--- src/rtl/cache_request_driver_pkg.sv ---
// Shared types for the cache request driver: FSM states, request table entry
// layout and operation codes.
package cache_tb_pkg;

  // Table entries are stored at these widths; the driver uses the low bits.
  localparam int ADDR_MAX_W = 32;
  localparam int DATA_MAX_W = 64;

  localparam logic OP_READ  = 1'b0;
  localparam logic OP_WRITE = 1'b1;

  typedef enum logic [1:0] {
    IDLE,
    ISSUE,
    DONE,
    ERR
  } state_e;

  typedef struct packed {
    logic                  rw;
    logic                  lb;
    logic                  chk;
    logic [ADDR_MAX_W-1:0] addr;
    logic [DATA_MAX_W-1:0] wdata;
    logic [DATA_MAX_W-1:0] exp;
  } req_entry_t;

endpackage

--- src/rtl/cache_request_driver_if.sv ---
// CPU-side request/response bus between the request driver (master) and the
// cache under test (slave).
interface cache_request_driver_if #(
  parameter int ADDR_W = 10,
  parameter int DATA_W = 32
);
  logic              read_write;
  logic              if_lb;
  logic [ADDR_W-1:0] address;
  logic [DATA_W-1:0] write_data;
  logic              hit_miss;
  logic [DATA_W-1:0] Read_Data;

  modport master (
    output read_write, if_lb, address, write_data,
    input  hit_miss, Read_Data
  );

  modport slave (
    input  read_write, if_lb, address, write_data,
    output hit_miss, Read_Data
  );
endinterface

--- src/rtl/cache_request_driver_req_table.sv ---
// Request table: DEPTH entries, one synchronous write port and one
// combinational read port. Contents are deliberately not reset.
module req_table
  import cache_tb_pkg::*;
#(
  parameter int  DEPTH = 16,
  localparam int IDX_W = $clog2(DEPTH)
) (
  input  logic             clock,
  input  logic             we_i,
  input  logic [IDX_W-1:0] widx_i,
  input  req_entry_t       wentry_i,
  input  logic [IDX_W-1:0] ridx_i,
  output req_entry_t       rentry_o
);

  req_entry_t rd_vec [DEPTH];

  genvar gi;
  generate
    for (gi = 0; gi < DEPTH; gi++) begin : g_ent
      req_entry_t ent_q;

      always_ff @(posedge clock) begin
        if (we_i && (widx_i == IDX_W'(gi))) begin
          ent_q <= wentry_i;
        end
      end

      assign rd_vec[gi] = ent_q;
    end
  endgenerate

  assign rentry_o = rd_vec[ridx_i];

endmodule

--- src/rtl/cache_request_driver.sv ---
// Replays a programmed table of cache load/store requests, advancing on hits,
// checking read data and flagging a hang when no hit arrives in time.
module cache_request_driver
  import cache_tb_pkg::*;
#(
  parameter int  ADDR_W  = 10,
  parameter int  DATA_W  = 32,
  parameter int  DEPTH   = 16,
  parameter int  TIMEOUT = 64,
  localparam int IDX_W   = $clog2(DEPTH),
  localparam int CNT_W   = $clog2(DEPTH + 1),
  localparam int TMR_W   = $clog2(TIMEOUT + 1)
) (
  input  logic                  clock,
  input  logic                  reset_n,
  input  logic                  prog_we,
  input  logic [IDX_W-1:0]      prog_idx,
  input  logic                  prog_rw,
  input  logic                  prog_lb,
  input  logic                  prog_chk,
  input  logic [ADDR_W-1:0]     prog_addr,
  input  logic [DATA_W-1:0]     prog_wdata,
  input  logic [DATA_W-1:0]     prog_exp,
  input  logic [CNT_W-1:0]      prog_len,
  input  logic                  start,
  cache_request_driver_if.master cache_bus,
  output logic                  busy,
  output logic                  done,
  output logic                  timeout_err,
  output logic [CNT_W-1:0]      pass_cnt,
  output logic [CNT_W-1:0]      fail_cnt,
  output logic [IDX_W-1:0]      fail_idx
);

  state_e           state_q, state_d;
  logic [IDX_W-1:0] idx_q, idx_d;
  logic [IDX_W-1:0] fail_idx_q, fail_idx_d;
  logic [CNT_W-1:0] len_q, len_d;
  logic [CNT_W-1:0] pass_q, pass_d;
  logic [CNT_W-1:0] fail_q, fail_d;
  logic [TMR_W-1:0] timer_q, timer_d;

  req_entry_t       cur_entry;
  req_entry_t       wr_entry;
  logic             tbl_we;
  logic [CNT_W-1:0] run_len;
  logic             last_req;
  logic             rd_match;
  logic             unused_entry;

  function automatic logic [CNT_W-1:0] sat_inc(input logic [CNT_W-1:0] v);
    return (&v) ? v : v + CNT_W'(1);
  endfunction

  // The table is frozen while a run is in flight.
  assign tbl_we = prog_we && (state_q != ISSUE);

  always_comb begin
    wr_entry       = '0;
    wr_entry.rw    = prog_rw;
    wr_entry.lb    = prog_lb;
    wr_entry.chk   = prog_chk;
    wr_entry.addr  = ADDR_MAX_W'(prog_addr);
    wr_entry.wdata = DATA_MAX_W'(prog_wdata);
    wr_entry.exp   = DATA_MAX_W'(prog_exp);
  end

  req_table #(
    .DEPTH (DEPTH)
  ) u_table (
    .clock    (clock),
    .we_i     (tbl_we),
    .widx_i   (prog_idx),
    .wentry_i (wr_entry),
    .ridx_i   (idx_q),
    .rentry_o (cur_entry)
  );

  // Upper bits of the stored fields are zero-extension only.
  assign unused_entry = ^cur_entry;

  assign run_len  = (prog_len > CNT_W'(DEPTH)) ? CNT_W'(DEPTH) : prog_len;
  assign last_req = (CNT_W'(idx_q) == (len_q - CNT_W'(1)));
  assign rd_match = (cur_entry.exp[DATA_W-1:0] == cache_bus.Read_Data);

  always_ff @(posedge clock) begin
    if (!reset_n) begin
      state_q    <= IDLE;
      idx_q      <= '0;
      len_q      <= '0;
      pass_q     <= '0;
      fail_q     <= '0;
      fail_idx_q <= '0;
      timer_q    <= '0;
    end else begin
      state_q    <= state_d;
      idx_q      <= idx_d;
      len_q      <= len_d;
      pass_q     <= pass_d;
      fail_q     <= fail_d;
      fail_idx_q <= fail_idx_d;
      timer_q    <= timer_d;
    end
  end

  always_comb begin
    state_d    = state_q;
    idx_d      = idx_q;
    len_d      = len_q;
    pass_d     = pass_q;
    fail_d     = fail_q;
    fail_idx_d = fail_idx_q;
    timer_d    = timer_q;

    unique case (state_q)
      IDLE, DONE, ERR: begin
        if (start) begin
          len_d      = run_len;
          idx_d      = '0;
          pass_d     = '0;
          fail_d     = '0;
          fail_idx_d = '0;
          timer_d    = '0;
          state_d    = (run_len == '0) ? DONE : ISSUE;
        end
      end
      ISSUE: begin
        if (cache_bus.hit_miss) begin
          if ((cur_entry.rw == OP_READ) && cur_entry.chk && !rd_match) begin
            fail_d = sat_inc(fail_q);
            if (fail_q == '0) begin
              fail_idx_d = idx_q;
            end
          end else begin
            pass_d = sat_inc(pass_q);
          end
          timer_d = '0;
          if (last_req) begin
            state_d = DONE;
          end else begin
            idx_d = idx_q + IDX_W'(1);
          end
        end else if (timer_q == TMR_W'(TIMEOUT - 1)) begin
          state_d = ERR;
        end else begin
          timer_d = timer_q + TMR_W'(1);
        end
      end
      default: state_d = IDLE;
    endcase
  end

  // After a timeout the request stays visible so the hung entry can be seen.
  always_comb begin
    cache_bus.read_write = 1'b0;
    cache_bus.if_lb      = 1'b0;
    cache_bus.address    = '0;
    cache_bus.write_data = '0;
    if ((state_q == ISSUE) || (state_q == ERR)) begin
      cache_bus.read_write = cur_entry.rw;
      cache_bus.if_lb      = cur_entry.lb;
      cache_bus.address    = cur_entry.addr[ADDR_W-1:0];
      cache_bus.write_data = cur_entry.wdata[DATA_W-1:0];
    end
  end

  assign busy        = (state_q == ISSUE);
  assign done        = (state_q == DONE);
  assign timeout_err = (state_q == ERR);
  assign pass_cnt    = pass_q;
  assign fail_cnt    = fail_q;
  assign fail_idx    = fail_idx_q;

endmodule
--- src/flat_wrapper.sv ---
// flat-port wrapper written by rule: the top's interface ports become plain ports
module cache_request_driver_flat import cache_tb_pkg::*;
#(
  parameter int  ADDR_W  = 10,
  parameter int  DATA_W  = 32,
  parameter int  DEPTH   = 16,
  parameter int  TIMEOUT = 64,
  localparam int IDX_W   = $clog2(DEPTH),
  localparam int CNT_W   = $clog2(DEPTH + 1),
  localparam int TMR_W   = $clog2(TIMEOUT + 1)
)
  (clock, reset_n, prog_we, prog_idx, prog_rw, prog_lb, prog_chk, prog_addr, prog_wdata, prog_exp, prog_len, start, busy, done, timeout_err, pass_cnt, fail_cnt, fail_idx, cache_bus_read_write, cache_bus_if_lb, cache_bus_address, cache_bus_write_data, cache_bus_hit_miss, cache_bus_Read_Data);
  cache_request_driver_if #(.ADDR_W(ADDR_W), .DATA_W(DATA_W)) cache_bus_i ();
  input  logic clock;
  input  logic reset_n;
  input  logic prog_we;
  input  logic [IDX_W-1:0] prog_idx;
  input  logic prog_rw;
  input  logic prog_lb;
  input  logic prog_chk;
  input  logic [ADDR_W-1:0] prog_addr;
  input  logic [DATA_W-1:0] prog_wdata;
  input  logic [DATA_W-1:0] prog_exp;
  input  logic [CNT_W-1:0] prog_len;
  input  logic start;
  output logic busy;
  output logic done;
  output logic timeout_err;
  output logic [CNT_W-1:0] pass_cnt;
  output logic [CNT_W-1:0] fail_cnt;
  output logic [IDX_W-1:0] fail_idx;
  output wire logic [$bits(cache_bus_i.read_write)-1:0] cache_bus_read_write;
  output wire logic [$bits(cache_bus_i.if_lb)-1:0] cache_bus_if_lb;
  output wire logic [$bits(cache_bus_i.address)-1:0] cache_bus_address;
  output wire logic [$bits(cache_bus_i.write_data)-1:0] cache_bus_write_data;
  input wire logic [$bits(cache_bus_i.hit_miss)-1:0] cache_bus_hit_miss;
  input wire logic [$bits(cache_bus_i.Read_Data)-1:0] cache_bus_Read_Data;
  assign cache_bus_read_write = cache_bus_i.read_write;
  assign cache_bus_if_lb = cache_bus_i.if_lb;
  assign cache_bus_address = cache_bus_i.address;
  assign cache_bus_write_data = cache_bus_i.write_data;
  assign cache_bus_i.hit_miss = cache_bus_hit_miss;
  assign cache_bus_i.Read_Data = cache_bus_Read_Data;
  cache_request_driver #(.ADDR_W(ADDR_W), .DATA_W(DATA_W), .DEPTH(DEPTH), .TIMEOUT(TIMEOUT)) u_core (.clock(clock), .reset_n(reset_n), .prog_we(prog_we), .prog_idx(prog_idx), .prog_rw(prog_rw), .prog_lb(prog_lb), .prog_chk(prog_chk), .prog_addr(prog_addr), .prog_wdata(prog_wdata), .prog_exp(prog_exp), .prog_len(prog_len), .start(start), .cache_bus(cache_bus_i), .busy(busy), .done(done), .timeout_err(timeout_err), .pass_cnt(pass_cnt), .fail_cnt(fail_cnt), .fail_idx(fail_idx));
endmodule
--- config.mk ---
export PLATFORM = sky130hd
export DESIGN_NAME = cache_request_driver_flat
export DESIGN_NICKNAME = d
export VERILOG_FILES = /design/src/rtl/cache_request_driver_pkg.sv /design/src/rtl/cache_request_driver_if.sv /design/src/rtl/cache_request_driver_req_table.sv /design/src/rtl/cache_request_driver.sv /design/src/flat_wrapper.sv
export SDC_FILE = /design/constraint.sdc
export NUM_CORES = 1
export LEC_CHECK = 0
export BUFFER_PORTS_ARGS = -buffer_cell sky130_fd_sc_hd__buf_2
export CORE_MARGIN = 4
export CORE_UTILIZATION = 50
export CTS_CLUSTER_DIAMETER = 150
export DETAILED_ROUTE_END_ITERATION = 7
export PLACE_DENSITY = 0.66
export SLEW_MARGIN = 20
export SYNTH_ARGS = -nofsm -noshare
export SYNTH_HDL_FRONTEND = slang
export SYNTH_HIERARCHICAL = 1
export SYNTH_SLANG_ARGS = --single-unit
--- constraint.sdc ---
create_clock -name clock -period 30.6 [get_ports clock]
set_clock_uncertainty 0.05 [all_clocks]
set_input_delay 6.12 -clock clock [delete_from_list [all_inputs] [get_ports clock]]
set_output_delay 6.12 -clock clock [all_outputs]
set_load 0.02 [all_outputs]
==> results of run 1 <==
[routing by layer]
layer  part of all wire  up-vias  wire length [um]  global-route usage
met5            0.00077        -                86                   0
met1               0.41    12552             46000               0.315
met2               0.48     1039             53600               0.347
li1                   -     9864                 -                   -
met4              0.019       14              2170              0.0567
met3              0.090      165             10000              0.0522
[registers in the layout, summed over array words and instances, names as in the netlist]
signal,count
u_core/u_table/g_ent.ent_q,1232
u_core/timer_q,7
u_core/fail_cnt,5
u_core/len_q,5
u_core/pass_cnt,5
u_core/fail_idx,4
u_core/idx_q,4
u_core/state_q,2
[final timing paths]
path | from | to | cells past startpoint
worst max register to register | u_core/idx_q[0] | u_core/pass_cnt[2] | 12
worst max-delay path | u_core/idx_q[0] | cache_bus_write_data[10] | 8
worst min-delay path | u_core/timer_q[6] | u_core/timer_q[6] | 1
worst min register to register | u_core/timer_q[6] | u_core/timer_q[6] | 1
[per-stage QoR]
stage / power [W] / hold WS, ns / std cells
after floorplan: 0.00208 / 0.378 / 2329
after global placement: 0.00214 / 0.382 / 3625
after detailed placement: 0.00215 / 0.404 / 3625
after CTS: 0.00368 / 0.411 / 3851
after global routing: 0.00377 / 0.436 / 3854
final: 0.00364 / 0.412 / 3861
[area by class of cell]
cell class	instances	share of cell area
multi-input cells	844	0.190
flip-flops and latches	1264	0.682
repair buffers	233	0.0239
inverters	8	0.000544
well taps	1276	0.0289
clock buffers	164	0.0627
clock inverters	62	0.0123
diodes	10	0.000453
[power by group through the flow]
| stage | clock [W] | combinational [W] | sequential (W) |
|---|---|---|---|
| after floorplan | 0 | 0.000117 | 0.00197 |
| after global placement | 0 | 0.000175 | 0.00197 |
| after detailed placement | 0 | 0.000180 | 0.00197 |
| after CTS | 0.00156 | 0.000181 | 0.00193 |
| after global routing | 0.00164 | 0.000192 | 0.00193 |
| final | 0.00154 | 0.000177 | 0.00193 |
==> results_dict.tcl, run 1 <==
set metrics [dict create \
    status "completed" \
    wl_um 112000 \
    multi_input_area_sq_um 10500 \
    root_buffer "clkbuf_16" \
    setup_viol 0 \
    path_cells "buf_4, buf_4, buf_4, mux4_2, a22oi_1, nand2_1, and2_1, buf_2" \
    synth_area_per_cell_sq_um 21.1 \
    clkLatencyLatePin_ns 0.73 \
    gp_congestion 0.766 \
    syn_nets 2460 \
    slew_headroom 0.279 \
    placed_area_sq_um 51100 \
    internal-power_w 0.00290 \
    seqPwrFrac 0.530 \
    p_switching_w 0.000746 \
    antenna_found_initial 24 \
    fillers 7134 \
    path_clk_slew_ns 0.06 \
    drv_slew 0 \
    cts_tree "done" \
    critPathBufInv 4 \
    switching_share 0.205 \
    pwr-share-clk 0.421 \
    track_usage 0.220 \
    die_h_um 321 \
    postCtsSetupRepairBufs 0 \
    critPathMaxStageDelay_ns 0.81 \
    fin_crit_sh 0.371 \
    routedWlPerCell_um 29.0 \
    crit_family "buffers and inverters" \
    mostFrequentLayoutCell "edfxtp_1" \
    p_leak_nw 17.3 \
    drt_iter0_drc 2231 \
    timing.final.ws_setup_ns 19.26 \
    grt_pass1_vias 24193 \
    pre_cts_ws_ns 19.87 \
    overflow 0 \
    portBuffers 183 \
    worst_pin_slew_ns 1.08 \
    cts_sinks 1264 \
    finalHoldViolations 0 \
    ys_warn_count 6 \
    regToRegSetupSlack_ns 24.08 \
    rsz0062_at_grt "false" \
    ant_nets 0 \
    dieWidth_um 321 \
    core_sq_um 97000 \
    netlist_area_sq_um 49000 \
    ir_drop_v 0.0000573 \
    maxCapViolCount 0 \
    drc 0 \
    htreeDepth 4 \
    area_growth_pct 12.6 \
    ff_latch_area_sq_um 37600 \
    dr.pass1.iters 5 \
    cts_hold_buffers 0 \
    nNetsFinal 2612 \
    dp_hpwl_um 57500 \
    finalSetupTns_ns 0 \
    cp.arrival_ns 5.17 \
    final_util 0.570 \
    critical_path_class "flip-flop to output port" \
    crit_slowest_cell "dfxtp_4" \
    numCtsBuffers 130 \
    vias_per_cell 6.12 \
    crit_top_cell "buf_4" \
    ios 184 \
    grt_pass1_wl_um 165000 \
    crit_path_start_kind "flip-flop" \
    crit_fanout 40 \
    initial_core_util 0.506 \
    rows 114 \
    hold_path.class "flip-flop to flip-flop" \
    worstPathRequired_ns 24.43 \
    final_area_sq_um 55200 \
    p_comb_frac 0.049 \
    cp-end-kind "output port" \
    vias 23634 \
    cts_resized 0 \
    die_area_sq_um 103000 \
    syn-instance-count 2329 \
    grt_start_max_net_pins 147 \
    min_period_ns 11.34 \
    power_density_nw_per_um2 66.0 \
    drive_gt1_frac 0.294 \
    clk_path_buf_depth 3 \
    final_cell_mix "1232 x edfxtp_1, 295 x mux4_2, 183 x buf_2" \
    max_freq_mhz 88.2 \
]
Power figures use the tool's default switching activity.
==> run 2: changes to the inputs <==
==> constraint.sdc (replaced) <==
create_clock -name clock -period 11.61 [get_ports clock]
set_clock_uncertainty 0.05 [all_clocks]
set_input_delay 2.322 -clock clock [delete_from_list [all_inputs] [get_ports clock]]
set_output_delay 2.322 -clock clock [all_outputs]
set_load 0.02 [all_outputs]
==> run 2 against run 1 <==
Combinational power rose to 2.6 times the previous value. Sequential power increased to 2.6 times the previous value. Critical path depth fell by 1. Global-route usage rose by 0.35 points. Utilization fell by 0.16 points. Count of clock-buffer cells in the layout is 3 lower. Via count grew 1.2%. Die area unchanged. Flip-flop and latch count did not move. Design area fell by 0.27%. Worst hold slack lost 0.010 ns. Sequential share of layout area is 0.19 points higher. Critical path type unchanged. Critical endpoint is now cache_bus_address[2]. Largest cell class unchanged. Largest power group unchanged. Highest routed layer unchanged.
==> results_dict.tcl, run 2 (synthesis results as in run 1) <==
set metrics [dict create \
    grt_pass1_wl_um 166000 \
    critical_path_class "flip-flop to output port" \
    min_period_ns 7.00 \
    total_power_w 0.00947 \
    die_area_sq_um 103000 \
    postCtsSetupRepairBufs 0 \
    internal-power_w 0.00749 \
    wl_um 115000 \
    cts_resized 0 \
    fin_crit_sh 0.603 \
    grt_pass1_vias 24351 \
    path_clk_slew_ns 0.05 \
    dr.pass1.iters 5 \
    die_h_um 321 \
    switching_share 0.209 \
    cts_sinks 1264 \
    finalHoldViolations 0 \
    drv_slew 0 \
    path_cells "buf_4, buf_4, nor2b_1, a221oi_1, a22oi_1, and2_1, buf_2" \
    final_cell_mix "1232 x edfxtp_1, 295 x mux4_2, 183 x buf_2" \
    ir_drop_v 0.000141 \
    placed_area_sq_um 51100 \
    worstPathRequired_ns 9.24 \
    cp-end-kind "output port" \
    max_freq_mhz 143 \
    cts_hold_buffers 0 \
    slew_headroom 0.275 \
    crit_top_cell "buf_4" \
    clkLatencyLatePin_ns 0.73 \
    crit_path_start_kind "flip-flop" \
    cts_tree "done" \
    clk_path_buf_depth 3 \
    htreeDepth 4 \
    finalSetupTns_ns 0 \
    rsz0062_at_grt "false" \
    ant_nets 0 \
    crit_slowest_cell "dfxtp_4" \
    track_usage 0.223 \
    ios 184 \
    rows 114 \
    hold_path.class "flip-flop to flip-flop" \
    portBuffers 183 \
    gp_congestion 0.769 \
    cp.arrival_ns 4.63 \
    overflow 0 \
    area_growth_pct 12.3 \
    p_switching_w 0.00198 \
    status "completed" \
    seqPwrFrac 0.537 \
    core_sq_um 97000 \
    dp_hpwl_um 59800 \
    largest-register "u_core/u_table/g_ent.ent_q" \
    largest_reg_flops 1232 \
    timing.final.ws_setup_ns 4.61 \
    final_util 0.568 \
    critPathMaxStageDelay_ns 1.00 \
    nNetsFinal 2614 \
    vias 23908 \
    mostFrequentLayoutCell "edfxtp_1" \
    reg_top3 "u_core/u_table/g_ent.ent_q (1232), u_core/timer_q (7)" \
    final_area_sq_um 55100 \
    power_density_nw_per_um2 172 \
    routedWlPerCell_um 29.6 \
    p_comb_frac 0.049 \
    maxCapViolCount 0 \
    initial_core_util 0.506 \
    drc 0 \
    numCtsBuffers 130 \
    dieWidth_um 321 \
    antenna_found_initial 18 \
    root_buffer "clkbuf_16" \
    drive_gt1_frac 0.297 \
    p_leak_nw 17.3 \
    pwr-share-clk 0.413 \
    drt_iter0_drc 2511 \
    vias_per_cell 6.19 \
    setup_viol 0 \
    crit_fanout 63 \
    worst_pin_slew_ns 1.09 \
    pre_cts_ws_ns 5.38 \
    grt_start_max_net_pins 110 \
]
## run 2: final cells by class
| type | count | area (sq um) |
|---|---|---|
| multi-input combinational | 844 | 10500 |
| antenna | 9 | 22.5 |
| fill | 7048 | 41900 |
| timing repair buffer | 235 | 1320 |
| tap | 1276 | 1600 |
| inverter | 8 | 30.0 |
| clock inverter | 68 | 563 |
| clock buffer | 161 | 3430 |
| sequential | 1264 | 37600 |
## run 2: worst max-delay path: cells and delay by family, from the launching register on
kind            cells  cell delay [ns]
flops               1             1.00
compound gates      2             0.58
simple gates        2             0.50
buf+inv             3             1.73
## run 2: routing by layer
layer | GRT usage | wire length (um)
met1 | 0.314 | 46200
met2 | 0.357 | 56100
met3 | 0.0502 | 9560
met4 | 0.0659 | 2630
met5 | 0 | 28
## run 2: per-stage QoR
stage	cells	hold slack, ns
after floorplan	2329	0.378
after global placement	3627	0.386
after detailed placement	3627	0.400
after CTS	3856	0.407
after global routing	3860	0.429
final	3865	0.402
## run 2: worst paths after layout
path                           from                    to  slack (ns)  depth (start not counted)
setup / recovery    u_core/idx_q[1]  cache_bus_address[2]        4.61                          7
hold / removal    u_core/timer_q[6]     u_core/timer_q[6]        0.40                          1
setup reg to reg    u_core/idx_q[1]    u_core/pass_cnt[3]        5.59                         11
hold reg to reg   u_core/timer_q[6]     u_core/timer_q[6]        0.40                          1
## run 2: power by group through the flow
| stage | registers [W] | clock network (W) | logic, W |
|---|---|---|---|
| after global routing | 0.00509 | 0.00420 | 0.000505 |
| after detailed placement | 0.00519 | 0 | 0.000474 |
| final | 0.00509 | 0.00392 | 0.000468 |
| after global placement | 0.00518 | 0 | 0.000462 |
| after CTS | 0.00509 | 0.00399 | 0.000475 |
| after floorplan | 0.00518 | 0 | 0.000307 |
